### src/rtl/cfo_pkg.sv
// Shared definitions for the CFO estimation datapath: FSM state encoding,
// the default data width and the saturation limits for that width.
package cfo_pkg;

    typedef enum logic [1:0] {
        IDLE  = 2'd0,
        SHIFT = 2'd1,
        DONE  = 2'd2
    } state_t;

    localparam int DATA_W = 24;

    localparam logic [DATA_W-1:0] SAT_MAX = {1'b0, {(DATA_W-1){1'b1}}};
    localparam logic [DATA_W-1:0] SAT_MIN = {1'b1, {(DATA_W-1){1'b0}}};

    // Saturated value for an overflow in the direction of the given sign bit.
    function automatic logic [DATA_W-1:0] sat_val(input logic sign);
        return sign ? SAT_MIN : SAT_MAX;
    endfunction

endpackage

### src/rtl/mulpow2_sat.sv
// Sequential signed multiply by 2^k, one bit of shift per clock, with
// saturation to the signed min/max and a sticky overflow flag.
module mulpow2_sat
    import cfo_pkg::*;
#(
    parameter int DATA_W  = cfo_pkg::DATA_W,
    parameter int SHIFT_W = 5
) (
    input  logic               clk,
    input  logic               rst,
    input  logic               start,
    input  logic [DATA_W-1:0]  din,
    input  logic [SHIFT_W-1:0] shift,
    output logic [DATA_W-1:0]  dout,
    output logic               busy,
    output logic               finish,
    output logic               ovf
);

    localparam logic [DATA_W-1:0]  LIM_MAX = {1'b0, {(DATA_W-1){1'b1}}};
    localparam logic [DATA_W-1:0]  LIM_MIN = {1'b1, {(DATA_W-1){1'b0}}};
    localparam logic [SHIFT_W-1:0] CNT_ONE = SHIFT_W'(1);

    state_t             state_q, state_d;
    logic [DATA_W-1:0]  acc_q,   acc_d;
    logic [SHIFT_W-1:0] cnt_q,   cnt_d;
    logic [DATA_W-1:0]  dout_q,  dout_d;
    logic               ovf_q,   ovf_d;

    logic               acc_will_ovf;
    logic [DATA_W-1:0]  acc_shl;
    logic [DATA_W-1:0]  acc_sat;

    // Shifting left once more is safe only while the top two bits agree.
    assign acc_will_ovf = acc_q[DATA_W-1] ^ acc_q[DATA_W-2];
    assign acc_shl      = {acc_q[DATA_W-2:0], 1'b0};
    assign acc_sat      = acc_q[DATA_W-1] ? LIM_MIN : LIM_MAX;

    // dout and ovf are loaded on the transition into DONE so that they are
    // already valid in the same cycle as the finish pulse.
    always_comb begin
        state_d = state_q;
        acc_d   = acc_q;
        cnt_d   = cnt_q;
        dout_d  = dout_q;
        ovf_d   = ovf_q;
        case (state_q)
            IDLE: begin
                if (start) begin
                    acc_d = din;
                    cnt_d = shift;
                    ovf_d = 1'b0;
                    if (shift == '0) begin
                        state_d = DONE;
                        dout_d  = din;
                    end else begin
                        state_d = SHIFT;
                    end
                end
            end
            SHIFT: begin
                if (acc_will_ovf) begin
                    acc_d   = acc_sat;
                    ovf_d   = 1'b1;
                    dout_d  = acc_sat;
                    state_d = DONE;
                end else begin
                    acc_d = acc_shl;
                    cnt_d = cnt_q - CNT_ONE;
                    if (cnt_q == CNT_ONE) begin
                        dout_d  = acc_shl;
                        state_d = DONE;
                    end
                end
            end
            DONE: begin
                state_d = IDLE;
            end
            default: begin
                state_d = IDLE;
            end
        endcase
    end

    always_ff @(posedge clk) begin
        if (rst) begin
            state_q <= IDLE;
            acc_q   <= '0;
            cnt_q   <= '0;
            dout_q  <= '0;
            ovf_q   <= 1'b0;
        end else begin
            state_q <= state_d;
            acc_q   <= acc_d;
            cnt_q   <= cnt_d;
            dout_q  <= dout_d;
            ovf_q   <= ovf_d;
        end
    end

    assign dout   = dout_q;
    assign ovf    = ovf_q;
    assign busy   = (state_q == SHIFT) || (state_q == DONE);
    assign finish = (state_q == DONE);

endmodule

### config.mk
export PLATFORM = sky130hd
export DESIGN_NAME = mulpow2_sat
export DESIGN_NICKNAME = d
export VERILOG_FILES = /design/src/rtl/cfo_pkg.sv /design/src/rtl/mulpow2_sat.sv
export SDC_FILE = /design/constraint.sdc
export NUM_CORES = 1
export LEC_CHECK = 0
export BUFFER_PORTS_ARGS = -buffer_cell sky130_fd_sc_hd__buf_2
export CAP_MARGIN = 10
export CORE_MARGIN = 4
export CORE_UTILIZATION = 45
export DETAILED_ROUTE_END_ITERATION = 12
export PLACE_DENSITY_LB_ADDON = 0.05
export SLEW_MARGIN = 10
export SYNTH_ARGS = -nofsm -noshare
export SYNTH_HDL_FRONTEND = slang
export SYNTH_SLANG_ARGS = --single-unit
### constraint.sdc
create_clock -name clk -period 2.5 [get_ports clk]
set_input_delay 0.5 -clock clk [delete_from_list [all_inputs] [get_ports clk]]
set_output_delay 0.5 -clock clk [all_outputs]
set_load 0.01 [all_outputs]
==> results list <==
- VDD sags by at most ~0.00064 V.
- After detailed placement, the total cell area comes to 3069 µm².
- Counting I/O delays and the setup requirement, the final critical path takes around 2.0 ns.
- Of the post-synthesis cell area, the dominant cell type holds 0.4116.
* Maximum level of the CTS H-tree: 2
* Global-route usage over all layers: 0.1950
* Hold depth: 2
* Clock root buffer: sky130_fd_sc_hd__clkbuf_8
- Commonest cells in the synthesized netlist: sky130_fd_sc_hd__nand2_1, sky130_fd_sc_hd__dfxtp_1, sky130_fd_sc_hd__a21oi_1
- For this run the aggregate overflow at the end of global routing stands at 0.
- Across all register-to-register paths, the minimum setup slack is 0.48 ns.
* Number of buffers created by CTS: 5
* Post-synthesis cell type count: 34
* Synthesized area: 2724 µm²
- Die H: ~86 µm
* Layout-stage area growth over the synthesis result: 16.12%
* Syn. warnings: 0
- Averaged over all synthesized cells, the footprint is between 7 and 8 µm².
- After clock tree synthesis, the setup repair step added 0 buffers.
* Antenna violations before repair: 0
- Data arrival time of the worst path: 2.28 ns
- Crit share post-route: 0.8097
* Sequential element share of the synthesized area: 0.4116
- Along the worst path, the maximum fanout reaches 14.
- Number of rows created at floorplan: 28
* Transition time at the pin with the least slew margin: between 0.7 and 0.8 ns
- IO Count: 59
- Wires add up to 6808 µm.
- Once layout is complete, the utilization of the core stands at 0.5374.
- Yosys instantiated no cell more often than sky130_fd_sc_hd__nand2_1.
* Outcome: completed
* Max Buffers Root-to-Sink: 2
* TritonCTS clock tree: yes
- Pwr/cell area: 1257 nW/µm²
- In the final layout, the share of cells above drive strength 1 is 0.2054.
- Max capacitance violation total: 0
- Largest area contributor in the synthesized netlist: sky130_fd_sc_hd__dfxtp_1
- Biggest area contributors in the synthesized netlist: sky130_fd_sc_hd__dfxtp_1, sky130_fd_sc_hd__a21oi_1, sky130_fd_sc_hd__nand2_1, sky130_fd_sc_hd__o21ai_0, sky130_fd_sc_hd__a31oi_1
* Post-route ant nets: 0
* Endpoint with the worst hold slack: acc_q[6]
* Critical path class: reg2reg
* Total negative slack: 0 ns
- After clock tree synthesis, the clock-pin slew on the worst setup and hold paths is 0.10 ns.
* Via density per instance: 5.362
- The clock arrives with 0.005158 ns of skew.
* Vias in the first global route: approximately 2500
- The final layout contains about 450 nets.
- Clock Sink Count: 56
* Floorplan die width: roughly 86 µm
* Main synth FF type: sky130_fd_sc_hd__dfxtp_1
- Hold Violations, Final: 0
* Number of vias in the routed layout: 2595
* Detailed placer's ending HPWL: 4576 µm
* Wire length of the first global-routing pass: roughly 12000 µm
* Worst r2r dst: dout[15]
- Weighted congestion at the end of routability-driven global placement: roughly 0.75
- In this run the tool buffered the top-level ports with 58 buffer cells.
- The worst hold path begins at acc_q[6].
- Number of diodes: 0
* Hold Crit Class: reg2reg
* Initial standard-cell utilization of the core: 0.4628
* Source-to-sink clock delay at the later pin of the worst-skew pair: around 0.31 ns
* Share of flip-flops with an asynchronous set or reset: 0
* DRC viols: 0
* Pin count of the biggest net entering global routing: 33
* Instance count of the mapped netlist: 365
* Count of routing violations after the opening detailed-route iteration: roughly 100
- Total of flip-flops plus latches after synthesis: 56
- Unrepaired setup endpoints after global routing: false
- The startpoint identified for the worst register-to-register timing path is state_q[0].
- Counting flops with a built-in enable in the synthesized netlist gives 0.
* Tightest slew margin relative to the limit: 0.5122
* Post-CTS Resized: 0
* Leak: 0.001296 µW
- The final count of pins violating max slew came to 0.
- For the worst flop-to-flop path, the logic depth is 8.
* Post-route cell area: 3163 µm²
* Number of buffers inserted for hold repair after clock tree synthesis: 0
* Post-Syn Nets: 405
* Required time reported for the critical path endpoint: 2.75 ns
- In the final routed layout, each cell accounts on average for around 14 µm.
- Based on the critical path, the design can be clocked at up to 494.0 MHz.
- For this run, the detailed router's first-pass iteration total came to 4.
- Startpoint types: flop
* Critical path capture point type: flop
- The core region is 5886 µm².
- Count of endpoints failing setup in the final report: 0
- Total Die Area: 7362 µm²
-- routing by layer --
layer / GRT usage / wire, µm
met1: 0.2484 / 3143
met5: 0 / 0
met2: 0.3369 / 3202
met4: 0.05180 / 68
met3: 0.03842 / 394
-- flip-flops by register name, summed over array words and instances (netlist names) --
name / cells
acc_q: 24
dout: 24
cnt_q: 5
state_q: 2
ovf: 1
-- final cells by class --
type                            instances  area [µm²]
Fill cell                             627        2723
Multi-Input combinational cell        270        1438
Sequential cell                        56        1121
Timing Repair Buffer                   68       390.4
Tap cell                               75       93.84
Clock buffer                            7       86.33
Inverter                                7       26.28
Clock inverter                          1       7.507
-- cells in the final DEF, fill, tap and decap left out, drive strengths merged, types with 8 or more instances in the layout --
master  netlist  routed
a21oi        53      53
ha            8       8
a31oi        22      22
dfxtp        56      56
nand3        23      23
o21ai        29      29
nor2         36      36
buf          10      68
nand2        66      66
-- per-stage QoR --
step | hold slack, ns | cells | setup WS [ns] | total power [µW]
final | 0.4562 | 484 | 0.4758 | 3975
after global routing | 0.4809 | 484 | 0.2411 | 4358
after CTS | 0.4604 | 484 | 0.4238 | 4030
after detailed placement | 0.4464 | 476 | 0.3418 | 3500
after global placement | 0.4397 | 476 | 0.3813 | 3476
after floorplan | 0.4321 | 365 | 0.6701 | 2913
-- worst max-delay path, stage by stage, from the launching register on --
cell                      delay, ns
sky130_fd_sc_hd__dfxtp_1       0.38
sky130_fd_sc_hd__inv_1         0.07
sky130_fd_sc_hd__ha_1          0.31
sky130_fd_sc_hd__mux2i_2       0.21
sky130_fd_sc_hd__buf_4         0.19
sky130_fd_sc_hd__a21oi_4       0.38
sky130_fd_sc_hd__buf_12        0.20
sky130_fd_sc_hd__nand3_1       0.09
sky130_fd_sc_hd__a21oi_1       0.13
-- cell families (layout without fill, tap and decap cells) --
group                      after synthesis  count (layout)  synth area share
AOI/OAI and AO/OA                      115             115            0.2379
adders and majority gates                8               8           0.03675
buffers and inverters                   39              83           0.06293
DFF                                     56              56            0.4116
muxes                                    8               8           0.02986
and+or+nand+nor                        139             139            0.2209
-- worst max-delay path by stage --
stage / depth (start not counted) / to / slack [ns] / start
4_1_cts: 6 / dout[1] / 0.42 / state_q[0]
6_report: 8 / dout[15] / 0.48 / state_q[0]
3_3_place_gp: 5 / dout[1] / 0.38 / shift[1]
5_1_grt: 6 / dout[19] / 0.24 / state_q[1]
2_1_floorplan: 9 / dout[5] / 0.67 / acc_q[22]
3_5_place_dp: 5 / dout[1] / 0.34 / shift[1]
-- report_power, final --
group | switching [µW] | leakage [µW] | total (µW) | internal (µW)
clock network | 297 | 0.0000445 | 523 | 226
logic | 1330 | 0.000793 | 2080 | 750
registers | 173 | 0.000458 | 1370 | 1200
total | 1800 | 0.00130 | 3980 | 2170
No activity file was read; power rests on OpenSTA's default activity.
